==> src/rtl/calendar_pkg.sv <==
// Shared constants for the calendar date-setting sequencer: state codes,
// field indices and the per-field digit blink masks.
package calendar_pkg;

    localparam logic [1:0] ST_RUN   = 2'd0;
    localparam logic [1:0] ST_DAY   = 2'd1;
    localparam logic [1:0] ST_MONTH = 2'd2;
    localparam logic [1:0] ST_YEAR  = 2'd3;

    localparam int FLD_DAY  = 0;
    localparam int FLD_MON  = 1;
    localparam int FLD_YEAR = 2;

    localparam logic [5:0] MASK_DAY  = 6'b000011;
    localparam logic [5:0] MASK_MON  = 6'b001100;
    localparam logic [5:0] MASK_YEAR = 6'b110000;

    function automatic logic [2:0] field_inc(input logic [1:0] st);
        logic [2:0] oh;
        oh = '0;
        case (st)
            ST_DAY:   oh[FLD_DAY]  = 1'b1;
            ST_MONTH: oh[FLD_MON]  = 1'b1;
            ST_YEAR:  oh[FLD_YEAR] = 1'b1;
            default:  oh = '0;
        endcase
        return oh;
    endfunction

    function automatic logic [5:0] field_mask(input logic [1:0] st);
        case (st)
            ST_DAY:   return MASK_DAY;
            ST_MONTH: return MASK_MON;
            ST_YEAR:  return MASK_YEAR;
            default:  return 6'b000000;
        endcase
    endfunction

endpackage

==> src/rtl/calendar_set_ctrl_if.sv <==
// Key / carry inputs and calendar-facing outputs of the date-setting sequencer.
interface calendar_set_ctrl_if;

    logic       key_mode_p;
    logic       key_inc_lvl;
    logic       day_carry_in;
    logic [2:0] cnt_inc;
    logic       full_flag;
    logic [1:0] set_mode;
    logic [5:0] blink_mask;

    modport master (
        output key_mode_p, key_inc_lvl, day_carry_in,
        input  cnt_inc, full_flag, set_mode, blink_mask
    );

    modport slave (
        input  key_mode_p, key_inc_lvl, day_carry_in,
        output cnt_inc, full_flag, set_mode, blink_mask
    );

endinterface

==> src/rtl/calendar_key_repeat.sv <==
// Increment-key edge detector with hold-to-repeat; one pulse on the press,
// then one per REPEAT_RATE_MS once the key has been held REPEAT_DELAY_MS.
module calendar_key_repeat #(
    parameter int unsigned REPEAT_DELAY_MS = 500,
    parameter int unsigned REPEAT_RATE_MS  = 100
) (
    input  logic Clk,
    input  logic Reset,
    input  logic ms_tick,
    input  logic key_lvl,
    input  logic disarm,
    output logic inc_due,
    output logic inc_p
);

    localparam int REP_W = $clog2(REPEAT_DELAY_MS) + 1;

    logic             key_prev_q, key_prev_d;
    logic             dis_q, dis_d;
    logic [REP_W-1:0] rep_cnt_q, rep_cnt_d;
    logic             inc_p_q, inc_p_d;
    logic [REP_W-1:0] rep_nxt;
    logic             edge_seen;
    logic             active;

    always_comb begin
        // NOTE: every always_comb output gets a default first so no path can infer a latch.
        inc_due   = 1'b0;
        rep_cnt_d = '0;
        rep_nxt   = rep_cnt_q + 1'b1;
        edge_seen = key_lvl & ~key_prev_q;
        active    = key_lvl & ~dis_q & ~disarm;
        // once disarmed, stay quiet until the key is released
        dis_d      = key_lvl & (dis_q | disarm);
        key_prev_d = key_lvl;
        if (active) begin
            if (edge_seen) begin
                inc_due = 1'b1;
            end else if (ms_tick) begin
                if (rep_nxt >= REP_W'(REPEAT_DELAY_MS)) begin
                    inc_due   = 1'b1;
                    rep_cnt_d = REP_W'(REPEAT_DELAY_MS - REPEAT_RATE_MS);
                end else begin
                    rep_cnt_d = rep_nxt;
                end
            end else begin
                rep_cnt_d = rep_cnt_q;
            end
        end
        inc_p_d = inc_due;
    end

    // NOTE: sequential state uses non-blocking assignments so all flops update together.
    always_ff @(posedge Clk or posedge Reset) begin
        if (Reset) begin
            key_prev_q <= 1'b0;
            dis_q      <= 1'b0;
            rep_cnt_q  <= '0;
            inc_p_q    <= 1'b0;
        end else begin
            key_prev_q <= key_prev_d;
            dis_q      <= dis_d;
            rep_cnt_q  <= rep_cnt_d;
            inc_p_q    <= inc_p_d;
        end
    end

    assign inc_p = inc_p_q;

endmodule

==> src/rtl/calendar_set_ctrl.sv <==
// Date-setting sequencer: mode FSM, ms prescaler, idle timeout, midnight carry
// gating and digit blink for the calendar counter block.
module calendar_set_ctrl #(
    parameter int unsigned CLK_HZ          = 50_000_000,
    parameter int unsigned TIMEOUT_MS      = 10_000,
    parameter int unsigned REPEAT_DELAY_MS = 500,
    parameter int unsigned REPEAT_RATE_MS  = 100,
    parameter int unsigned BLINK_HALF_MS   = 250
) (
    input  logic                Clk,
    input  logic                Reset,
    calendar_set_ctrl_if.slave  bus
);

    import calendar_pkg::*;

    localparam int unsigned PRESC = CLK_HZ / 1000;
    localparam int PRESC_W = $clog2(PRESC) + 1;
    localparam int IDLE_W  = $clog2(TIMEOUT_MS) + 1;
    localparam int BL_W    = $clog2(BLINK_HALF_MS) + 1;

    logic [PRESC_W-1:0] presc_q, presc_d;
    logic [1:0]         state_q, state_d;
    logic [IDLE_W-1:0]  idle_q, idle_d;
    logic [BL_W-1:0]    blink_cnt_q, blink_cnt_d;
    logic               phase_q, phase_d;
    logic               carry_pend_q, carry_pend_d;
    logic               full_flag_q, full_flag_d;
    logic [5:0]         blink_mask_q, blink_mask_d;

    logic              ms_tick;
    logic              in_set;
    logic              timeout;
    logic              mode_chg;
    logic              carry_any;
    logic              inc_due;
    logic              inc_p;
    logic [IDLE_W-1:0] idle_nxt;
    logic [BL_W-1:0]   blink_nxt;

    assign ms_tick = (presc_q == PRESC_W'(PRESC - 1));
    assign in_set  = (state_q != ST_RUN);

    calendar_key_repeat #(
        .REPEAT_DELAY_MS(REPEAT_DELAY_MS),
        .REPEAT_RATE_MS (REPEAT_RATE_MS)
    ) u_key_repeat (
        .Clk    (Clk),
        .Reset  (Reset),
        .ms_tick(ms_tick),
        .key_lvl(bus.key_inc_lvl),
        .disarm (bus.key_mode_p | timeout | ~in_set),
        .inc_due(inc_due),
        .inc_p  (inc_p)
    );

    always_comb begin
        presc_d  = ms_tick ? '0 : presc_q + 1'b1;
        idle_nxt = idle_q + 1'b1;
        timeout  = in_set & ms_tick & ~bus.key_mode_p & ~bus.key_inc_lvl &
                   (idle_nxt >= IDLE_W'(TIMEOUT_MS));

        state_d = state_q;
        if (bus.key_mode_p) begin
            state_d = state_q + 2'd1;   // SET_YEAR wraps to RUN
        end else if (timeout) begin
            state_d = ST_RUN;
        end
        mode_chg = (state_d != state_q);

        idle_d = idle_q;
        if (bus.key_mode_p || bus.key_inc_lvl || state_d == ST_RUN) begin
            idle_d = '0;
        end else if (ms_tick) begin
            idle_d = idle_nxt;
        end

        // carry waits in carry_pend until RUN and until no inc pulse is going out
        carry_any    = carry_pend_q | bus.day_carry_in;
        full_flag_d  = carry_any & (state_d == ST_RUN) & ~inc_due;
        carry_pend_d = carry_any & ~full_flag_d;

        blink_nxt   = blink_cnt_q + 1'b1;
        blink_cnt_d = blink_cnt_q;
        phase_d     = phase_q;
        if (mode_chg || state_d == ST_RUN) begin
            blink_cnt_d = '0;
            phase_d     = 1'b0;
        end else if (ms_tick) begin
            if (blink_nxt >= BL_W'(BLINK_HALF_MS)) begin
                blink_cnt_d = '0;
                phase_d     = ~phase_q;
            end else begin
                blink_cnt_d = blink_nxt;
            end
        end
        blink_mask_d = (phase_d && !bus.key_inc_lvl) ? field_mask(state_d) : 6'b000000;
    end

    always_ff @(posedge Clk or posedge Reset) begin
        if (Reset) begin
            presc_q      <= '0;
            state_q      <= ST_RUN;
            idle_q       <= '0;
            blink_cnt_q  <= '0;
            phase_q      <= 1'b0;
            carry_pend_q <= 1'b0;
            full_flag_q  <= 1'b0;
            blink_mask_q <= '0;
        end else begin
            presc_q      <= presc_d;
            state_q      <= state_d;
            idle_q       <= idle_d;
            blink_cnt_q  <= blink_cnt_d;
            phase_q      <= phase_d;
            carry_pend_q <= carry_pend_d;
            full_flag_q  <= full_flag_d;
            blink_mask_q <= blink_mask_d;
        end
    end

    assign bus.set_mode   = state_q;
    assign bus.cnt_inc    = inc_p ? field_inc(state_q) : 3'b000;
    assign bus.full_flag  = full_flag_q;
    assign bus.blink_mask = blink_mask_q;

endmodule

==> src/flat_wrapper.sv <==
// flat-port wrapper written by rule: the top's interface ports become plain ports
module calendar_set_ctrl_flat import calendar_pkg::*;
#(
    parameter int unsigned CLK_HZ          = 50_000_000,
    parameter int unsigned TIMEOUT_MS      = 10_000,
    parameter int unsigned REPEAT_DELAY_MS = 500,
    parameter int unsigned REPEAT_RATE_MS  = 100,
    parameter int unsigned BLINK_HALF_MS   = 250
)
  (Clk, Reset, bus_key_mode_p, bus_key_inc_lvl, bus_day_carry_in, bus_cnt_inc, bus_full_flag, bus_set_mode, bus_blink_mask);
  calendar_set_ctrl_if bus_i ();
  input  logic Clk;
  input  logic Reset;
  input wire logic [$bits(bus_i.key_mode_p)-1:0] bus_key_mode_p;
  input wire logic [$bits(bus_i.key_inc_lvl)-1:0] bus_key_inc_lvl;
  input wire logic [$bits(bus_i.day_carry_in)-1:0] bus_day_carry_in;
  output wire logic [$bits(bus_i.cnt_inc)-1:0] bus_cnt_inc;
  output wire logic [$bits(bus_i.full_flag)-1:0] bus_full_flag;
  output wire logic [$bits(bus_i.set_mode)-1:0] bus_set_mode;
  output wire logic [$bits(bus_i.blink_mask)-1:0] bus_blink_mask;
  assign bus_i.key_mode_p = bus_key_mode_p;
  assign bus_i.key_inc_lvl = bus_key_inc_lvl;
  assign bus_i.day_carry_in = bus_day_carry_in;
  assign bus_cnt_inc = bus_i.cnt_inc;
  assign bus_full_flag = bus_i.full_flag;
  assign bus_set_mode = bus_i.set_mode;
  assign bus_blink_mask = bus_i.blink_mask;
  calendar_set_ctrl #(.CLK_HZ(CLK_HZ), .TIMEOUT_MS(TIMEOUT_MS), .REPEAT_DELAY_MS(REPEAT_DELAY_MS), .REPEAT_RATE_MS(REPEAT_RATE_MS), .BLINK_HALF_MS(BLINK_HALF_MS)) u_core (.Clk(Clk), .Reset(Reset), .bus(bus_i));
endmodule
==> config.mk <==
export PLATFORM = sky130hd
export DESIGN_NAME = calendar_set_ctrl_flat
export DESIGN_NICKNAME = d
export VERILOG_FILES = /design/src/rtl/calendar_pkg.sv /design/src/rtl/calendar_set_ctrl_if.sv /design/src/rtl/calendar_key_repeat.sv /design/src/rtl/calendar_set_ctrl.sv /design/src/flat_wrapper.sv
export SDC_FILE = /design/constraint.sdc
export NUM_CORES = 1
export LEC_CHECK = 0
export BUFFER_PORTS_ARGS = -buffer_cell sky130_fd_sc_hd__buf_2
export CORE_MARGIN = 2
export CORE_UTILIZATION = 55
export DETAILED_ROUTE_END_ITERATION = 10
export HOLD_SLACK_MARGIN = 0.06
export PLACE_DENSITY = 0.69
export SETUP_SLACK_MARGIN = 0.5
export SKIP_LAST_GASP = 1
export SYNTH_ARGS = -nofsm -noshare
export SYNTH_HDL_FRONTEND = slang
export SYNTH_SLANG_ARGS = --single-unit
==> constraint.sdc <==
create_clock -name Clk -period 3.4 [get_ports Clk]
set_clock_uncertainty 0.2 [all_clocks]
set_input_delay 0.68 -clock Clk [delete_from_list [all_inputs] [get_ports Clk]]
set_output_delay 0.68 -clock Clk [all_outputs]
set_load 0.05 [all_outputs]
==> reports/qor.yml <==
floorplanning:
  placementRows: 30
  die_w_um: 86.8
  dieHeight_um: 86.8
  start_util: 0.562
  die-area_um2: 7540
  ios: 17
  core_area_um2: 6720
synth:
  yosysUniqueCellTypes: 67
  netlist.area_leader.share: 0.411
  synthArstFlopShare: 1.00
  synth_top_area_cell: "dfrtp_1"
  synth_area_per_cell_um2: 9.48
  synthFlopType: "dfrtp_1"
  syn_nets: 414
  ys_ff_latch: 62
  ys_top_cells_by_count: "dfrtp_1 (62), nand2_1 (33), nor2_1 (30)"
  syn_inst: 398
  yosysSeqAreaShare: 0.411
  synth_edf_count: 0
  yosys-top-cells-area: "dfrtp_1 (41%), xor2_1 (4.4%), xnor2_1 (4.2%)"
  mappedNetlistArea_um2: 3770
  ys_warn_count: 0
  synth.most_common_cell: "dfrtp_1"
clock_network:
  ctsHoldBuffers: 0
  cts.clk_slew.worst_paths_ps: 70
  cts_tree: "yes"
  ctsHtreeMaxLevel: 3
  ctsResizeCount: 0
  cts_setup_buffers: 0
  cts_buffers: 9
  cts.sinks: 62
  cts_root_buf: "clkbuf_8"
  insertion_delay_ps: 330
  cts_max_path_buffers: 2
timing:
  whs_ps: 94.6
  slew_viol_final: 0
  slew-limit-headroom: 0.563
  finalCriticalPeriod_ps: 2690
  rsz0062_at_grt: "false"
  fin_tns_setup_ps: 0
  setup_viol_count_final: 0
  fmax_mhz: 372
  period_share: 0.791
  report.final.hold_viol_count: 0
  worst_pin_slew_ps: 655
worst_setup_path:
  cp_max_fo: 8
  cp_top_family: "simple AND/OR/NAND/NOR gates"
  start_kind: "flip-flop"
  cp-end-kind: "flip-flop"
  max_stage_delay_ps: 480
  path_cells: "ha_1 -> nand3_1 -> or2_2 -> o21ai_1 -> nand3_1 -> a211o_1 -> a21oi_1"
  worstPathArrival_ps: 2740
  cp_common_cell: "nand3_1"
  crit_buf_inv: 0
  cp_slowest_cell: "dfrtp_1"
  cp_data_required_time_ps: 3450
  path_class: "reg2reg"
routing:
  routed-via-count: 3047
  drt-total-wl_um: 8080
  drt_iter0_drc: 193
  drcViolationCount: 0
  post_drt_wl_per_cell_um: 16.3
  ant_nets: 0
  dr.pass1.iters: 5
  vias_per_cell: 6.14
placement:
  globalplace.congestion: 0.935
  hpwlAfterDp_um: 5680
  placed_area_um2: 3890
  place_inst: 478
  place.port_buffers: 16
outcome:
  status: "completed"
hold_path:
  hold_path.class: "in2async"
finish:
  final_util: 0.612
  fillers: 583
  drive_gt1_frac: 0.159
  fin_nets: 427
  instances_no_fill: 496
  design_area_um2: 4110
  diodes: 0
  syn2layout_area_growth_pct: 8.89
grt:
  grt_overflow: 0
  grt_max_degree: 50
  grt_pass1_wl_um: 13800
  grt_pass1_vias: 2876
  grt_usage: 0.233
  antenna_found_initial: 0
pwr:
  ir_worst_vdd_v: 0.000264
  power_frac_comb: 0.106
  swShare: 0.263
  seqPwrFrac: 0.482
  p_sw_mw: 0.419
  intPower_mw: 1.17
  power_frac_clock: 0.411
  leakage_nw: 1.71
  powerDensity_nw_per_um2: 387
flow_run:
  drv_cap: 0
-- cell usage in the layout, fill, tap and decap left out, types with 4 or more instances in the layout --
cell,synthesis,routed
a211oi_2,4,4
a21oi_1,16,16
and2_1,8,8
and3_1,9,9
and4_1,8,8
buf_2,4,16
buf_4,3,6
clkbuf_8,0,11
dfrtp_1,62,62
ha_1,11,11
inv_1,8,7
nand2_1,33,33
nand3_1,25,25
nand3b_1,4,4
nand4_1,7,7
nor2_1,30,30
nor2b_1,5,5
nor3_1,9,9
nor3_2,6,6
nor4_1,23,23
o21ai_0,14,14
xnor2_1,18,18
xor2_1,19,19
-- flip-flops by register name, summed over array words and instances, names as in the netlist --
register	count
u_core.presc_q	17
u_core.phase_q	1
u_core.bus.full_flag	1
u_core.u_key_repeat.dis_q	1
u_core.u_key_repeat.key_prev_q	1
u_core.carry_pend_q	1
u_core.blink_cnt_q	9
u_core.idle_q	15
u_core.bus.set_mode	2
u_core.u_key_repeat.rep_cnt_q	10
u_core.bus.blink_mask	3
u_core.u_key_repeat.inc_p	1
-- power groups by stage --
stage               clock [mW]  combinational [mW]  sequential, mW
floorplan                    0              0.0883           0.814
global placement             0               0.167           0.781
detailed placement           0               0.170           0.781
CTS                      0.671               0.170           0.767
global route             0.702               0.184           0.769
finish                   0.654               0.169           0.767
-- worst paths after layout --
| check | from | endpoint | slack, ps | depth (start not counted) |
|---|---|---|---|---|
| worst min-delay path | Reset | u_core.u_key_repeat.rep_cnt_q[3]$_DFFE_PP0P_ | 90 | 2 |
| worst max register to register | u_core.u_key_repeat.rep_cnt_q[0]$_DFFE_PP0P_ | u_core.u_key_repeat.rep_cnt_q[4]$_DFFE_PP0P_ | 710 | 7 |
| max in group asynchronous | Reset | u_core.presc_q[7]$_DFF_PP0_ | 2330 | 3 |
| worst max-delay path | u_core.u_key_repeat.rep_cnt_q[0]$_DFFE_PP0P_ | u_core.u_key_repeat.rep_cnt_q[4]$_DFFE_PP0P_ | 710 | 7 |
| worst min register to register | u_core.presc_q[16]$_DFF_PP0_ | u_core.presc_q[16]$_DFF_PP0_ | 280 | 1 |
| min in group Clk | u_core.presc_q[16]$_DFF_PP0_ | u_core.presc_q[16]$_DFF_PP0_ | 280 | 1 |
-- metal layers --
layer	share of wire	vias to the layer above	track usage
met4	0.013	0	0.0753
met5	0	-	0
li1	-	1477	-
met2	0.46	92	0.355
met1	0.47	1468	0.330
met3	0.051	10	0.0514
-- cell families (layout without fill, tap and decap cells) --
logic type,after synthesis,count (layout),synth area share
AND/OR/NAND/NOR,191,191,0.294
AO/OA/AOI/OAI,64,64,0.121
flip-flops,62,62,0.411
XOR/XNOR,37,37,0.0859
buffers and inverters,30,48,0.0434
adder cells (fa/ha/maj),11,11,0.0365
multiplexers,3,3,0.00796
-- stage by stage --
step                      total power [mW]  setup slack (ps)
after global placement               0.947               747
after detailed placement             0.951               686
final                                 1.59               710
after global routing                  1.65               531
after CTS                             1.61               657
after floorplan                      0.902               930
-- area by class of cell --
type | instances | area (um2) | area share
repair buffers | 24 | 165 | 0.0402
clock inverters | 4 | 45.0 | 0.0110
well taps | 80 | 100 | 0.0244
multi-input cells | 306 | 2060 | 0.502
clock buffers | 12 | 155 | 0.0378
inverters | 8 | 30.0 | 0.00731
flip-flops and latches | 62 | 1550 | 0.378
(Power assumes the default switching activity.)
